<file path="src/rtl/demux1to3_reg_pkg.sv">
// demux1to3_reg_pkg
//   Shared constants and the destination enum for the 1-to-3 registered
//   bus demux (demux1to3_reg) and its slot sub-module (demux_slot).
//   Optional per-slot accept counters are enabled by DEMUX1TO3_COUNT_EN.
package demux1to3_reg_pkg;

    localparam int DATA_W = 32;   // bus word width
    localparam int SEL_W  = 3;    // destination select width
    localparam int CNT_W  = 16;   // per-slot accept counter width

    // Destination codes on sig. NUM_DEST is the first illegal code and
    // doubles as the slot count.
    typedef enum logic [SEL_W-1:0] {
        DEST_0   = 3'd0,
        DEST_1   = 3'd1,
        DEST_2   = 3'd2,
        NUM_DEST = 3'd3
    } dest_e;

    localparam int N_DEST = int'(NUM_DEST);

endpackage

</file>
<file path="src/rtl/demux1to3_reg_slot.sv">
// demux_slot
//   One registered destination slot: a WIDTH-bit data register plus a valid
//   bit forming an EMPTY/FULL two-state machine (state == valid_o).
//   Ports:
//     clk, clr     rising-edge clock, synchronous active-low reset
//     load_i       top has accepted a bus word for this slot this cycle
//     data_i       bus word to capture on load
//     ready_i      consumer takes the held word this cycle
//     data_o       held word (keeps its last value after drain)
//     valid_o      slot holds an unconsumed word
//     can_load_o   slot can take a new word this cycle (empty or draining)
module demux_slot #(
    parameter int WIDTH = 32
) (
    input  logic             clk,
    input  logic             clr,
    input  logic             load_i,
    input  logic [WIDTH-1:0] data_i,
    input  logic             ready_i,
    output logic [WIDTH-1:0] data_o,
    output logic             valid_o,
    output logic             can_load_o
);

    logic [WIDTH-1:0] data_q, data_d;
    logic             valid_q, valid_d;

    // A drain in the same cycle frees the register, so a full slot can be
    // refilled back-to-back without a bubble.
    assign can_load_o = !valid_q || ready_i;

    always_comb begin
        data_d  = data_q;
        valid_d = valid_q;
        if (load_i) begin
            // load_i is only raised while can_load_o is true, so a load
            // always wins over a simultaneous drain.
            data_d  = data_i;
            valid_d = 1'b1;
        end else if (ready_i) begin
            // Data is intentionally left in place; consumers qualify it
            // with valid_o.
            valid_d = 1'b0;
        end
    end

    always_ff @(posedge clk) begin
        if (!clr) begin
            data_q  <= '0;
            valid_q <= 1'b0;
        end else begin
            data_q  <= data_d;
            valid_q <= valid_d;
        end
    end

    assign data_o  = data_q;
    assign valid_o = valid_q;

endmodule

</file>
<file path="src/rtl/demux1to3_reg.sv">
// demux1to3_reg
//   Takes one word off the shared datapath bus and steers it into one of
//   three registered destination slots selected by sig. Valid/ready on the
//   bus side and on each slot output. One cycle bus-to-slot latency, no
//   combinational bus-to-out path.
//   Ports:
//     clk, clr                 rising-edge clock, synchronous active-low reset
//     bus_in, sig, in_valid    bus word, destination select, bus valid
//     in_ready                 combinational: word accepted this cycle
//     out0..out2               registered slot data
//     out0..2_valid/_ready     per-slot handshake
//     sel_err                  sticky: a word with illegal sig was accepted
//     cnt0..cnt2               per-slot accept counters (only when
//                              DEMUX1TO3_COUNT_EN is defined)
module demux1to3_reg
    import demux1to3_reg_pkg::*;
#(
    parameter int WIDTH = DATA_W,
    parameter int SEL_W = demux1to3_reg_pkg::SEL_W
) (
    input  logic             clk,
    input  logic             clr,
    input  logic [WIDTH-1:0] bus_in,
    input  logic [SEL_W-1:0] sig,
    input  logic             in_valid,
    output logic             in_ready,
    output logic [WIDTH-1:0] out0,
    output logic [WIDTH-1:0] out1,
    output logic [WIDTH-1:0] out2,
    output logic             out0_valid,
    output logic             out1_valid,
    output logic             out2_valid,
    input  logic             out0_ready,
    input  logic             out1_ready,
    input  logic             out2_ready,
    output logic             sel_err
`ifdef DEMUX1TO3_COUNT_EN
    ,
    output logic [CNT_W-1:0] cnt0,
    output logic [CNT_W-1:0] cnt1,
    output logic [CNT_W-1:0] cnt2
`endif
);

    logic [N_DEST-1:0]            slot_load;
    logic [N_DEST-1:0]            slot_ready;
    logic [N_DEST-1:0]            slot_valid;
    logic [N_DEST-1:0]            slot_can_load;
    logic [N_DEST-1:0][WIDTH-1:0] slot_data;

    logic sel_legal;
    logic accept;
    logic sel_err_q, sel_err_d;

    assign slot_ready = {out2_ready, out1_ready, out0_ready};

    // Illegal selects are always accepted (and dropped) so a bad code can
    // never wedge the bus.
    always_comb begin
        sel_legal = (sig < SEL_W'(N_DEST));
        in_ready  = 1'b1;
        for (int n = 0; n < N_DEST; n++) begin
            if (sig == SEL_W'(n)) in_ready = slot_can_load[n];
        end
    end

    assign accept = in_valid && in_ready;

    always_comb begin
        slot_load = '0;
        for (int n = 0; n < N_DEST; n++) begin
            slot_load[n] = accept && (sig == SEL_W'(n));
        end
    end

    for (genvar g = 0; g < N_DEST; g++) begin : g_slot
        demux_slot #(
            .WIDTH (WIDTH)
        ) u_slot (
            .clk        (clk),
            .clr        (clr),
            .load_i     (slot_load[g]),
            .data_i     (bus_in),
            .ready_i    (slot_ready[g]),
            .data_o     (slot_data[g]),
            .valid_o    (slot_valid[g]),
            .can_load_o (slot_can_load[g])
        );
    end

    assign out0       = slot_data[DEST_0];
    assign out1       = slot_data[DEST_1];
    assign out2       = slot_data[DEST_2];
    assign out0_valid = slot_valid[DEST_0];
    assign out1_valid = slot_valid[DEST_1];
    assign out2_valid = slot_valid[DEST_2];

    // Sticky until reset.
    assign sel_err_d = sel_err_q || (accept && !sel_legal);

    always_ff @(posedge clk) begin
        if (!clr) sel_err_q <= 1'b0;
        else      sel_err_q <= sel_err_d;
    end

    assign sel_err = sel_err_q;

`ifdef DEMUX1TO3_COUNT_EN
    logic [N_DEST-1:0][CNT_W-1:0] cnt_q, cnt_d;

    // Counts follow slot loads, so illegal-select accepts are excluded.
    // Wraps naturally at the counter width.
    always_comb begin
        cnt_d = cnt_q;
        for (int n = 0; n < N_DEST; n++) begin
            cnt_d[n] = cnt_q[n] + CNT_W'(slot_load[n]);
        end
    end

    always_ff @(posedge clk) begin
        if (!clr) cnt_q <= '0;
        else      cnt_q <= cnt_d;
    end

    assign cnt0 = cnt_q[DEST_0];
    assign cnt1 = cnt_q[DEST_1];
    assign cnt2 = cnt_q[DEST_2];
`endif

endmodule
</file>
<file path="config.mk">
export PLATFORM = sky130hd
export DESIGN_NAME = demux1to3_reg
export DESIGN_NICKNAME = d
export VERILOG_FILES = /design/src/rtl/demux1to3_reg_pkg.sv /design/src/rtl/demux1to3_reg_slot.sv /design/src/rtl/demux1to3_reg.sv
export SDC_FILE = /design/constraint.sdc
export NUM_CORES = 1
export LEC_CHECK = 0
export BUFFER_PORTS_ARGS = -buffer_cell sky130_fd_sc_hd__buf_2
export CAP_MARGIN = 20
export CORE_ASPECT_RATIO = 1.25
export CORE_MARGIN = 5
export CORE_UTILIZATION = 52
export DETAILED_ROUTE_END_ITERATION = 16
export PLACE_DENSITY = 0.81
export SYNTH_ARGS = -nofsm -noshare
export SYNTH_HDL_FRONTEND = slang
export SYNTH_SLANG_ARGS = --single-unit
</file>
<file path="constraint.sdc">
create_clock -name clk -period 2.2 [get_ports clk]
set_input_delay 0.33 -clock clk [delete_from_list [all_inputs] [get_ports clk]]
set_output_delay 0.33 -clock clk [all_outputs]
set_load 0.01 [all_outputs]
</file>
* Word level (Yosys, flattened, before mapping) *
Index checks and enable logic that the tools add are counted.

cells by class
  order comparisons = 1
  equality and inequality tests = 2
  mux-type cells = 9
  reduce and logical (&&, ||, !) cells = 17

operators with widths
  operator                                                    number
  2-to-1 mux 1 bit                                            9
  nonzero test 2 bit                                          3
  logical AND 1 bit                                           5
  logical NOT 1 bit                                           4
  logical OR 1 bit                                            4
  == test 3 x 1 -> 1 bit, second input constant               1
  == test 3 x 2 -> 1 bit, second input constant               1
  logical NOT 3 bit                                           1
  less-than comparator 3 x 2 -> 1 bit, second input constant  1

storage, ports and cells
  register bits = 100
  input bits = 41
  output and inout port bits = 101
  word-level logic and storage cells = 36

* Depth between registers and ports, before layout *
  depth after elaboration = 8
  depth in mapped cells = 6
  depth with buffers taken out = 3

* By module *
A second synthesis with hierarchy kept.

unflattened totals
  cell total of the unflattened synthesis = 336
  area, all modules = 3961.3 µm²

modules (own cells, without submodules)
  module         instances  cells each  area each (µm²)  seq. area each (µm²)
  demux_slot     3          107         1281.2           660.6
  demux1to3_reg  1          15          117.6            20.0

* Worst setup path before layout *
No wires, ideal clock.

  path type = input -> output
  from = input out1_ready
  to = output in_ready
  data arrival time = 1.040 ns
  required time = 1.870 ns
  slack = 0.830 ns
  stages on the path = 3
  buffers on the path = 0
  path through = nand2b_1 -> or3b_1 -> a21o_1

between the ends
  cells in the longest elaborated chain, start to end = 3

ends and longest elaborated chain
  what                           RTL line                  source
  start: declaration             demux1to3_reg.sv:34       input logic out1_ready,
  logical OR 1 bit               demux1to3_reg_slot.sv:30  assign can_load_o = !valid_q || ready_i;
  2-to-1 mux 1 bit (2 in a row)  demux1to3_reg.sv:63       if (sig == SEL_W'(n)) in_ready = slot_can_load[n];
  end: declaration               demux1to3_reg.sv:26       output logic in_ready,

Every way passes these cells.

* Final worst setup path *
  from = register g_slot[1].u_slot.valid_q
  to = output in_ready

between the ends
  cells in the longest elaborated chain, start to end = 4

ends and longest elaborated chain
  what                           RTL line                  source
  start: declaration             demux1to3_reg_slot.sv:26  logic valid_q, valid_d;
  start signal: assignment       demux1to3_reg_slot.sv:53  valid_q <= valid_d;
  logical NOT 1 bit              demux1to3_reg_slot.sv:30
  logical OR 1 bit               demux1to3_reg_slot.sv:30
  2-to-1 mux 1 bit (2 in a row)  demux1to3_reg.sv:63

Every way passes these cells.

==> results.tsv <==
stage	metric	value	unit
floorplan	rows	34	
place	dp_cells	583	
worst_setup_path	critical_path.startpoint_type	flip-flop	
finish	fin_nets	545	
synth	synth_seq_area_share	0.5321	
worst_setup_path	worstPathMaxFanout	3	
synth	ys_seq_elements	100	
power	cellPowerDensity	715.1	nW/um^2
place	hpwl	6321	um
power	swShare	0.2256	
finish	finalNonFillerCells	597	
synth	synth_area_leaders	dfxtp_1 53%, mux2i_1 26%, nand2_1 13%	
sta	finClkSkew	0.006943	ns
grt	grt_pass1_wl	14110	um
finish	syn2layout_area_growth	25.97	%
power	peakVddDrop	0.4796	mV
clock_tree	postCtsResizedCells	0	
power	power_frac_clock	0.369	
worst_setup_path	cp.buffers_inverters	1	
floorplan	core-area	7019	sq um
grt	grt_max_degree	49	
drt	drcViolationCount	0	
sta	setup_ws	0.3927	ns
grt	grt.met2_usage	0.3445	
grt	track_usage	0.1945	
worst_setup_path	cp_top_family	simple AND/OR/NAND/NOR gates	
grt	use_met1	0.2161	
drt	wl_per_cell	14.60	um
grt	grt_overflow	0	
clock_tree	cts_tree	yes	
synth	ys_types	22	
run_status	status	completed	
synth	yosysWarnings	0	
finish	num_antenna_cells	0	
drt	finalWirelength	8717	um
synth	synth_nets	413	
power	p_int	2.625	mW
synth	synthesis.area	3762	sq um
grt	grt_busiest_layer	met2	
sta	fmax	553.3	MHz
drt	ant_nets	0	
place	dpl_cell_area	4527	sq um
worst_setup_path	cpPeakStageDelay	0.38	ns
drt	dr.pass1.iters	4	
floorplan	start_util	0.5360	
grt	grtUsageMet3	0.05906	
sta	worstMarginPinSlew	0.5812	ns
floorplan	ios	142	
worst_setup_path	crit_required	1.87	ns
finish	final_cell_mix	140 x buf_2, 129 x nand2_1, 100 x dfxtp_1, 96 x mux2i_1, 10 x clkbuf_8	
power	leakagePower	2.763	nW
sta	period_share	0.8215	
floorplan	die_w	86.08	um
clock_tree	htreeDepth	3	
sta	fin_tns_setup	0	ns
clock_tree	path_clk_slew	0.09	ns
power	switching_power	764.7	uW
sta	slew-limit-headroom	0.6125	
finish	final_common_cell	buf_2	
place	port_buffers	141	
sta	maxSlewViolCount	0	
place	gp_congestion	0.7819	
floorplan	die_area	9047	sq um
clock_tree	cts_root_buffer	clkbuf_8	
grt	first_global_vias	3036	
synth	yosysTopAreaCellShare	0.5321	
finish	drive_above_1_share	0.3274	
power	combPwrFrac	0.079	
drt	post_drt_via_cell_ratio	4.963	
place	pre_cts_slack	0.5771	ns
drt	drtIter0Drc	121	
synth	netlist_instances	372	
clock_tree	postCtsHoldBufs	0	
power	total_power	3.389	mW
hold_path	hp-class	in2reg	
sta	setup_violations	0	
sta	hold_viol_final	0	
flow_run	max_cap_viol_count	0	
clock_tree	insertion_delay	0.35	ns
worst_setup_path	crit_arrival	1.48	ns
floorplan	die_h	105.1	um
grt	antenna_found_initial	0	
worst_setup_path	crit_chain	nand2b_1, or3b_1, a21o_1, buf_2	
sta	min_period	1.807	ns
clock_tree	numCtsBuffers	9	
synth	yosysTopAreaCell	dfxtp_1	
clock_tree	post_cts_buffers	0	
worst_setup_path	critical_path_class	reg2out	
finish	design_area	4740	sq um
worst_setup_path	crit_path_top_delay_cell	or3b_1	
worst_setup_path	end_kind	output pin	
clock_tree	cts_buffer_depth	2	
synth	syn_area_per_cell	10.11	sq um
power	p_seq_frac	0.552	
clock_tree	clkSinkCount	100	
sta	rsz0062_at_grt	false	
drt	vias	2963	
==> logic make-up after synthesis <==
logic type             share of synthesized area
AO/OA/AOI/OAI                            0.01264
buffers and inverters                    0.04423
flip-flops                                0.5321
multiplexers                              0.2554
AND/OR/NAND/NOR                           0.1556
==> final timing paths <==
check	from	endpoint	slack (ns)	cells past startpoint
worst max-delay path	g_slot[1].u_slot.valid_o	in_ready	0.39	4
worst min-delay path	bus_in[15]	g_slot[1].u_slot.data_o[15]	0.27	3
worst max register to register	g_slot[0].u_slot.valid_o	g_slot[0].u_slot.data_o[3]	0.70	4
worst min register to register	g_slot[0].u_slot.data_o[27]	g_slot[0].u_slot.data_o[27]	0.46	2
==> metrics by stage <==
stage | hold WS (ns) | util
finish | 0.2656 | 0.6752
global route | 0.2576 | 0.6752
CTS | 0.2532 | 0.6752
detailed placement | 0.4481 | 0.6449
global placement | 0.4416 | 0.6449
floorplan | 0.4827 | -
==> worst reg2reg max path, delay by kind of cell, from the launching register on <==
family                 cells  cell delay, ns
DFF                        1            0.33
buffers and inverters      1            0.46
muxes                      1            0.29
and+or+nand+nor            2            0.36
==> power groups by stage <==
stage | clock, mW | combinational (mW) | sequential (mW)
6_report | 1.25 | 0.267 | 1.87
3_3_place_gp | 0 | 0.264 | 1.91
4_1_cts | 1.27 | 0.271 | 1.87
3_5_place_dp | 0 | 0.270 | 1.91
2_1_floorplan | 0 | 0.138 | 1.93
5_1_grt | 1.36 | 0.293 | 1.88
==> cell usage after synthesis, drive strengths merged <==
cell / n
clkbuf: 11
buf: 16
nor2b: 3
a21o: 2
a21boi: 2
mux2i: 96
dfxtp: 100
nor2: 1
nor3b: 1
o21a: 1
nand2: 129
nand2b: 3
nand4b: 1
a21oi: 2
nand3: 1
nor4bb: 1
or3b: 1
nor4b: 1
==> routing by layer <==
| layer | vias to the layer above | routed length [um] | part of all wire |
|---|---|---|---|
| li1 | 1481 | - | - |
| met1 | 1393 | 3384 | 0.39 |
| met2 | 80 | 4592 | 0.53 |
| met3 | 9 | 609 | 0.070 |
| met4 | 0 | 130 | 0.015 |
| met5 | - | 0 | 0 |
==> flip-flops by register name (all words and copies together) (netlist names) <==
signal / cells
g_slot.u_slot.data_o: 96
sel_err: 1
g_slot.u_slot.valid_o: 3
==> area by class of cell <==
cell class	instances	area [sq um]
Timing Repair Buffer	148	810.8
Sequential cell	100	2002
Multi-Input combinational cell	245	1602
Tap cell	90	112.6
Clock buffer	10	137.6
Clock inverter	4	75.07
Fill cell	577	2280
(Power assumes the default switching activity.)
